===== src/rtl/whack_pkg.sv =====
// Shared types and constants for the LED reaction-game round controller.
package whack_pkg;

  typedef enum logic [2:0] {
    S_IDLE,
    S_GAP,
    S_ARM,
    S_SHOW,
    S_HIT,
    S_MISS,
    S_OVER
  } state_t;

  localparam logic [3:0] BCD_MAX_DIGIT = 4'd9;

  // Hits per timeout step when the speed-up option is built.
  localparam int HIT_INTERVAL = 5;

endpackage


===== src/rtl/bcd_counter4.sv =====
// Four-digit saturating BCD incrementer (9999 holds) with synchronous clear.
module bcd_counter4
  import whack_pkg::*;
(
  input  logic        clk,
  input  logic        reset_n,
  input  logic        clear,
  input  logic        inc,
  output logic [15:0] value
);

  logic [15:0] value_next;
  logic        carry;

  // NOTE: every variable written here gets a default first, so no path leaves it unassigned and no latch is inferred.
  always_comb begin
    value_next = value;
    carry      = inc && (value != {4{BCD_MAX_DIGIT}});
    for (int i = 0; i < 4; i++) begin
      if (carry) begin
        if (value[i*4 +: 4] == BCD_MAX_DIGIT) begin
          value_next[i*4 +: 4] = 4'd0;
        end else begin
          value_next[i*4 +: 4] = value[i*4 +: 4] + 4'd1;
          carry                = 1'b0;
        end
      end
    end
  end

  // NOTE: state registers use non-blocking assignments so every flop samples pre-edge values.
  always_ff @(posedge clk) begin
    if (!reset_n) begin
      value <= '0;
    end else if (clear) begin
      value <= '0;
    end else begin
      value <= value_next;
    end
  end

endmodule


===== src/rtl/whack_round_ctrl.sv =====
// Round controller for the LED reaction game: owns timer, target, scoring.
// Optional macro WHACK_SPEEDUP_EN shortens the SHOW timeout every few hits.
module whack_round_ctrl
  import whack_pkg::*;
#(
  parameter int NUM_LEDS      = 18,
  parameter int TIMER_W       = 11,
  parameter int GAP_TICKS     = 100,
  parameter int TIMEOUT_TICKS = 500,
  parameter int MAX_MISSES    = 3,
  parameter int TIMEOUT_STEP  = 50,
  parameter int TIMEOUT_MIN   = 150
) (
  input  logic                clk,
  input  logic                reset_n,
  input  logic                start,
  input  logic [NUM_LEDS-1:0] switches,
  input  logic [TIMER_W-1:0]  random_value,
  input  logic [TIMER_W-1:0]  timer_value,
  output logic                timer_enable,
  output logic                timer_reset,
  output logic [NUM_LEDS-1:0] leds,
  output logic [15:0]         score_bcd,
  output logic [3:0]          misses,
  output logic                game_over
);

  localparam int TGT_W = $clog2(NUM_LEDS);

  state_t              state_q, state_d;
  logic [TGT_W-1:0]    target_q;
  logic [TIMER_W-1:0]  target_full;
  logic [NUM_LEDS-1:0] sw_q, sw_qq, sw_edge;
  logic [TIMER_W-1:0]  timeout_q;
  logic [3:0]          miss_next;
  logic                game_clear, hit_inc, miss_inc;

  // Two-stage capture: the decision sees a rise one cycle after it is sampled.
  assign sw_edge     = sw_q & ~sw_qq;
  assign target_full = random_value % TIMER_W'(NUM_LEDS);
  assign miss_next   = misses + 4'd1;
  assign game_clear  = start && (state_q == S_IDLE || state_q == S_OVER);
  assign hit_inc     = (state_q == S_HIT)  && !start;
  assign miss_inc    = (state_q == S_MISS) && !start;

  always_ff @(posedge clk) begin
    if (!reset_n) begin
      state_q  <= S_IDLE;
      target_q <= '0;
      sw_q     <= '0;
      sw_qq    <= '0;
      misses   <= '0;
    end else begin
      state_q <= state_d;
      sw_q    <= switches;
      sw_qq   <= sw_q;
      if (state_q == S_ARM) target_q <= target_full[TGT_W-1:0];
      if (game_clear)       misses   <= '0;
      else if (miss_inc)    misses   <= miss_next;
    end
  end

  always_comb begin
    state_d = state_q;
    case (state_q)
      S_IDLE, S_OVER: if (start) state_d = S_GAP;
      S_GAP: begin
        if (start)                                       state_d = S_IDLE;
        else if (timer_value >= TIMER_W'(GAP_TICKS))     state_d = S_ARM;
      end
      S_ARM:  state_d = start ? S_IDLE : S_SHOW;
      S_SHOW: begin
        if (start)                        state_d = S_IDLE;
        else if (sw_edge[target_q])       state_d = S_HIT;
        else if (|sw_edge)                state_d = S_MISS;
        else if (timer_value >= timeout_q) state_d = S_MISS;
      end
      S_HIT:  state_d = start ? S_IDLE : S_GAP;
      S_MISS: begin
        if (start)                            state_d = S_IDLE;
        else if (miss_next == 4'(MAX_MISSES)) state_d = S_OVER;
        else                                  state_d = S_GAP;
      end
      default: state_d = S_IDLE;
    endcase
  end

  always_comb begin
    timer_reset  = 1'b0;
    timer_enable = 1'b0;
    leds         = '0;
    game_over    = 1'b0;
    case (state_q)
      S_GAP:  timer_enable = 1'b1;
      S_SHOW: begin
        timer_enable = 1'b1;
        leds         = {{(NUM_LEDS-1){1'b0}}, 1'b1} << target_q;
      end
      S_OVER: begin
        timer_reset = 1'b1;
        leds        = '1;
        game_over   = 1'b1;
      end
      default: timer_reset = 1'b1;
    endcase
  end

  bcd_counter4 u_score (
    .clk     (clk),
    .reset_n (reset_n),
    .clear   (game_clear),
    .inc     (hit_inc),
    .value   (score_bcd)
  );

`ifdef WHACK_SPEEDUP_EN
  logic [2:0] hit_mod_q;

  always_ff @(posedge clk) begin
    if (!reset_n || game_clear) begin
      timeout_q <= TIMER_W'(TIMEOUT_TICKS);
      hit_mod_q <= '0;
    end else if (hit_inc) begin
      if (hit_mod_q == 3'(HIT_INTERVAL - 1)) begin
        hit_mod_q <= '0;
        if (timeout_q >= TIMER_W'(TIMEOUT_MIN + TIMEOUT_STEP))
          timeout_q <= timeout_q - TIMER_W'(TIMEOUT_STEP);
        else
          timeout_q <= TIMER_W'(TIMEOUT_MIN);
      end else begin
        hit_mod_q <= hit_mod_q + 3'd1;
      end
    end
  end
`else
  assign timeout_q = TIMER_W'(TIMEOUT_TICKS);
`endif

endmodule

===== config.mk =====
export PLATFORM = sky130hd
export DESIGN_NAME = whack_round_ctrl
export DESIGN_NICKNAME = d
export VERILOG_FILES = /design/src/rtl/whack_pkg.sv /design/src/rtl/bcd_counter4.sv /design/src/rtl/whack_round_ctrl.sv
export SDC_FILE = /design/constraint.sdc
export NUM_CORES = 1
export LEC_CHECK = 0
export CAP_MARGIN = 20
export CORE_MARGIN = 2
export CORE_UTILIZATION = 45
export CTS_BUF_LIST = sky130_fd_sc_hd__clkbuf_8 sky130_fd_sc_hd__clkbuf_16
export CTS_CLUSTER_SIZE = 12
export DETAILED_ROUTE_END_ITERATION = 16
export GPL_ROUTABILITY_DRIVEN = 0
export PLACE_DENSITY = 0.79
export SLEW_MARGIN = 20
export SYNTH_ARGS = -nofsm -noshare
export SYNTH_HDL_FRONTEND = slang
export SYNTH_SLANG_ARGS = --single-unit

===== constraint.sdc =====
create_clock -name clk -period 3.08 [get_ports clk]
set_input_delay 0.616 -clock clk [delete_from_list [all_inputs] [get_ports clk]]
set_output_delay 0.616 -clock clk [all_outputs]
set_load 0.02 [all_outputs]

## Word-level counts from Yosys, hierarchy flattened

Index checks and enable logic that the tools add are counted.

- Flip-flop bits (word level): 64
- Latch bits: 0
- Bits in writable memories: 0
- Bits in read-only memories: 0
- Input bits: 43
- Output and inout bits: 41
- Logic and storage cells: 77
- Memories kept: 0

- $add $sub $neg: 5
- Multipliers: 0
- Divide/modulo/power cells: 1
- $lt $le $gt $ge: 3
- Equality and inequality tests: 15
- Shifts and indexed selects: 1
- Multiplexer cells: 28
- Bitwise operators: 3
- Reductions and logical operators: 12

Operator list:

| operator | number |
|---|---|
| one-hot mux 18 bit (2 select lines) | 1 |
| 2-to-1 mux 3 bit | 9 |
| adder 4 x 1 -> 4 bit, second input constant | 5 |
| AND 18 bit | 1 |
| inverter 18 bit | 1 |
| one-hot mux 3 bit (6 select lines) | 1 |
| OR reduction 18 bit | 1 |
| left shift 1 x 5 -> 18 bit, first input constant | 1 |
| == test 4 bit, second input constant | 4 |
| 2-to-1 mux 4 bit | 4 |
| inequality test 16 bit, second input constant | 1 |
| >= comparator 11 x 7 -> 1 bit, second input constant | 1 |
| >= comparator 11 x 9 -> 1 bit, second input constant | 1 |
| modulo 11 x 5 -> 11 bit, second input constant | 1 |
| 2-to-1 mux 1 bit | 11 |
| == test 3 bit, second input constant | 3 |
| == test 3 x 2 -> 1 bit, second input constant | 2 |
| < comparator 5 x 6 -> 1 bit, second input constant | 1 |
| OR reduction 2 bit | 3 |
| binary-select mux 1 bit (select 5 bit) | 1 |
| inequality test 5 bit, second input constant | 1 |
| == test 4 x 2 -> 1 bit, second input constant | 1 |
| logical AND 1 bit | 4 |
| == test 3 x 1 -> 1 bit, second input constant | 1 |
| 8 further kinds | 8 |

## Depth between registers and ports, before layout

- Word-level depth: 7
- Gate-level depth with buffers: 15
- Depth with buffers taken out: 12

## Hierarchy

Synthesis repeated with hierarchy kept, for this count alone.

- Cells, all modules: 507
- Area total of the unflattened synthesis: 4149.0 µm²

By module, submodules not included:

| module | times used | cells an instance | area each (µm²) | seq. area each (µm²) |
|---|---|---|---|---|
| whack_round_ctrl | 1 | 407 | 3279.4 | 960.9 |
| bcd_counter4 | 1 | 100 | 869.6 | 320.3 |

## Least setup slack after synthesis

No wires, ideal clock.

- Path kind: input -> register
- Start: input port random_value[10]
- End: register target_q[4]
- Setup time: 117 ps
- Data arrival time: 3207 ps
- Data required time: 2963 ps
- Slack: -244 ps
- Cell stages on the path: 13
- Path buffers: 1
- Cell sequence: buf_6 -> or3b_4 -> nand2b_4 -> a32o_2 -> a32oi_2 -> nor2_1 -> nor4b_2 -> o221ai_1 -> o21a_1 -> ha_1 -> a31oi_2 -> nand3_1 -> and4bb_1

- Longest elaborated chain between the ends: 1

RTL lines:

| what | line | text |
|---|---|---|
| start, declared | whack_round_ctrl.sv:18 | `input logic [TIMER_W-1:0] random_value,` |
| modulo 11 x 5 -> 11 bit | whack_round_ctrl.sv:40 | `assign target_full = random_value % TIMER_W'(NUM_LEDS);` |
| end signal, assigned | whack_round_ctrl.sv:57 | `if (state_q == S_ARM) target_q <= target_full[TGT_W-1:0];` |
| end, declared | whack_round_ctrl.sv:31 | `logic [TGT_W-1:0] target_q;` |

Every way passes these cells.
A chain may end at the register's enable or synchronous reset.

## Worst setup path in the final report

- Start: input port random_value[6]
- End: register target_q[4]

The elaborated chain is that of the path after synthesis.

==> impl_metrics.py <==
metrics = {
    "route": {
        "first_pass_iters": 5,
        "num_vias": 4252,
        "vias_per_cell": 5.75,
        "finalWirelength_mm": 11.6,
        "drt_drc_violations_left": 0,
        "ant_nets": 0,
        "drt_iter0_drc": 284,
        "post_drt_wl_per_cell_um": 15.6,
    },
    "timing": {
        "whs_ps": 453,
        "grt_setup_unrepaired": "yes",
        "setup_tns_ps": -108,
        "finalWorstSetupSlack_ps": -90.6,
        "min_period_over_period_pct": 103,
        "setup_viol": 3,
        "hold_viol_final": 0,
        "tightest_slew_ps": 661,
        "min_period_ps": 3170,
        "skew_ps": 8.08,
        "max_freq_ghz": 0.315,
        "slew_headroom_pct": 55.7,
        "drv_slew": 0,
    },
    "critical_path": {
        "cp-start-kind": "primary input",
        "crit_chain": "buf_6, buf_6, nand3b_1, buf_4, nor2_2, or4_4, a32oi_2, buf_4, or2_4, a31oi_1, o22a_1, o21a_2, ha_4, a31oi_4, nand3_2, and4bb_1",
        "rrSetupSlack_ps": 670,
        "worst_r2r_endpoint": "state_q[1]$_SDFFE_PN0P_",
        "required_ps": 3300,
        "arrival_ps": 3390,
        "critPathMaxStageDelay_ps": 430,
        "critical_path.max_fanout": 5,
        "end_kind": "flop",
        "critPathKind": "primary input to flop",
        "crit_slowest_cell": "or4_4",
        "reg2reg_from": "target_q[0]$_SDFFE_PN0N_",
        "reg2regPathDepth": 10,
    },
    "global_route": {
        "antenna_found_initial": 0,
        "grt_max_degree": 47,
        "grt.busiest_layer": "met2",
        "grt_pass1_wl_mm": 17.9,
        "grt_util_all_layers_pct": 22.2,
        "first_global_vias": 4036,
        "grtUsageMet1_pct": 26.6,
        "use_met2_pct": 39.8,
        "use_met3_pct": 5.47,
        "grt_overflow_total": 0,
    },
    "min_path": {
        "holdPathEnd": "sw_qq[10]$_SDFF_PN0_",
        "hp-class": "flop to flop",
        "hp-start": "sw_q[10]$_SDFF_PN0_",
        "min_path_cells": 1,
    },
    "logic_synthesis": {
        "synthAdderAreaFrac_pct": 0.950,
        "postSynthAreaPerCell_sq_um": 8.03,
        "synthCells": 492,
        "ys_types": 80,
        "synth_top_flop_cell": "dfxtp_1",
        "yosys_warnings": 0,
        "synth_xor_area_share_pct": 3.32,
        "syn_area_sq_um": 3950,
        "ys_ff_latch": 64,
        "synth-edff-count": 0,
        "synthSimpleGateAreaFrac_pct": 32.0,
        "synthMuxAreaShare_pct": 1.65,
        "ys_seq_area_share_pct": 32.4,
        "async_flop_share_pct": 0,
        "synth_compound_area_share_pct": 24.3,
        "synth_top_family_by_area": "simple AND/OR/NAND/NOR gates",
        "synth_nets": 538,
    },
    "placement": {
        "port_buffers": 81,
        "dp.final_hpwl_mm": 7.94,
    },
    "floorplanning": {
        "start_util_pct": 45.8,
        "core_area_sq_um": 8640,
        "ios": 84,
        "die_w_um": 97.7,
        "rows": 34,
        "dieHeight_um": 97.7,
        "dieArea_sq_um": 9550,
    },
    "layout": {
        "final_cell_mix": "clkdlybuf4s50_1 (74), buf_4 (65), dfxtp_1 (64), nor2_1 (40), and2_1 (39)",
        "syn_to_final_growth_pct": 48.0,
        "fin_util_pct": 67.7,
        "antennaDiodeCount": 0,
        "fill_cells": 659,
        "fin_nets": 673,
        "multi_input_area_sq_um": 2780,
        "final_common_cell": "clkdlybuf4s50_1",
        "layout-drive-gt1-share_pct": 25.4,
        "final-seq-area_sq_um": 1280,
    },
    "run_status": {
        "violations": "setup timing",
        "status": "complete, but fails checks",
    },
    "clocking": {
        "cts_tree": "built",
        "htree_levels": 3,
        "cts-root-buf": "clkbuf_8",
        "clkSinkCount": 64,
        "cts.path.max_buffers": 2,
        "clk_pin_slew_worst_paths_ps": 60,
        "cts_buffers": 9,
        "clkLatencyLatePin_ps": 330,
    },
    "power": {
        "leakage_nw": 2.28,
        "power_mw": 2.27,
        "peakVddDrop_mv": 0.358,
        "powerDensity_nw_per_um2": 388,
    },
    "flow_run": {
        "drv_cap": 0,
    },
}
## worst max path at each step
stage | cells after the start | slack, ps | endpoint | startpoint
4_1_cts | 15 | -20 | target_q[4]$_SDFFE_PN0N_ | random_value[6]
3_3_place_gp | 14 | -740 | target_q[3]$_SDFFE_PN0N_ | random_value[10]
2_1_floorplan | 13 | -140 | target_q[4]$_SDFFE_PN0N_ | random_value[10]
3_5_place_dp | 13 | -810 | target_q[3]$_SDFFE_PN0N_ | random_value[9]
6_report | 16 | -90 | target_q[4]$_SDFFE_PN0N_ | random_value[6]
5_1_grt | 15 | -180 | target_q[4]$_SDFFE_PN0N_ | random_value[6]
## final cells by class
cell class / count / area share, %
well taps: 108 / 2.31
clock buffers: 9 / 2.12
inverters: 17 / 1.09
multi-input cells: 381 / 47.4
clock inverters: 6 / 1.33
flip-flops and latches: 64 / 21.9
repair buffers: 154 / 23.8
## per-stage QoR
stage / setup WS, ps / cells / cell area (sq um)
after floorplan: -143 / 492 / 3970
after global placement: -743 / 708 / 5190
after detailed placement: -811 / 708 / 5190
after CTS: -24.6 / 730 / 5560
after global routing: -183 / 739 / 5850
final: -90.6 / 739 / 5850
## power breakdown
group | internal [mW] | total (mW) | switching (mW)
logic | 0.343 | 0.665 | 0.322
registers | 0.856 | 0.875 | 0.0196
clock network | 0.442 | 0.732 | 0.290
total | 1.64 | 2.27 | 0.631
## state kept, by name (all words and copies together) (netlist names)
name           cells
u_score.value     16
state_q            3
misses             4
sw_q              18
sw_qq             18
target_q           5
## synthesized netlist by cell type, drive strengths merged, types with 8 or more instances
cell	count	area share [%]
nand2	23	2.2
a21oi	16	2.0
nor3	11	1.5
a31oi	9	1.7
inv	17	1.6
and2	39	6.2
buf	11	2.0
nand2b	14	2.5
nand3	18	2.3
a211oi	8	1.8
nand4	8	1.3
dfxtp	64	32
o21ai	42	5.3
nor2b	26	4.1
xor2	8	1.8
nor2	45	4.3
clkbuf	19	1.8
## critical path, delay by kind of cell
| family | cells | cell delay [ps] |
|---|---|---|
| fa+ha+maj | 1 | 170 |
| simple gates | 6 | 1110 |
| compound gates | 5 | 990 |
| buf+inv | 4 | 500 |
## routing by layer
| layer | part of all wire, % | vias up |
|---|---|---|
| met5 | 0 | - |
| met4 | 3.4 | 0 |
| met3 | 5.9 | 49 |
| met2 | 50 | 181 |
| met1 | 41 | 1976 |
| li1 | - | 2046 |
## cell families (layout without fill, tap and decap cells)
logic type	Yosys count	count (layout)
xor+xnor	15	15
mux	4	4
simple gates	224	224
fa+ha+maj	3	3
flops	64	64
compound gates	135	135
buf+inv	47	186
## timing repair
item / 4_1_cts / 5_1_grt
resized for setup: 53 / 56
setup endpoints to repair: 4 / 19
buffers inserted: 6 / 10
gates cloned: 1 / 0
hold buffers: 0 / 0
pin swaps: 18 / 36
(Power assumes the default switching activity.)
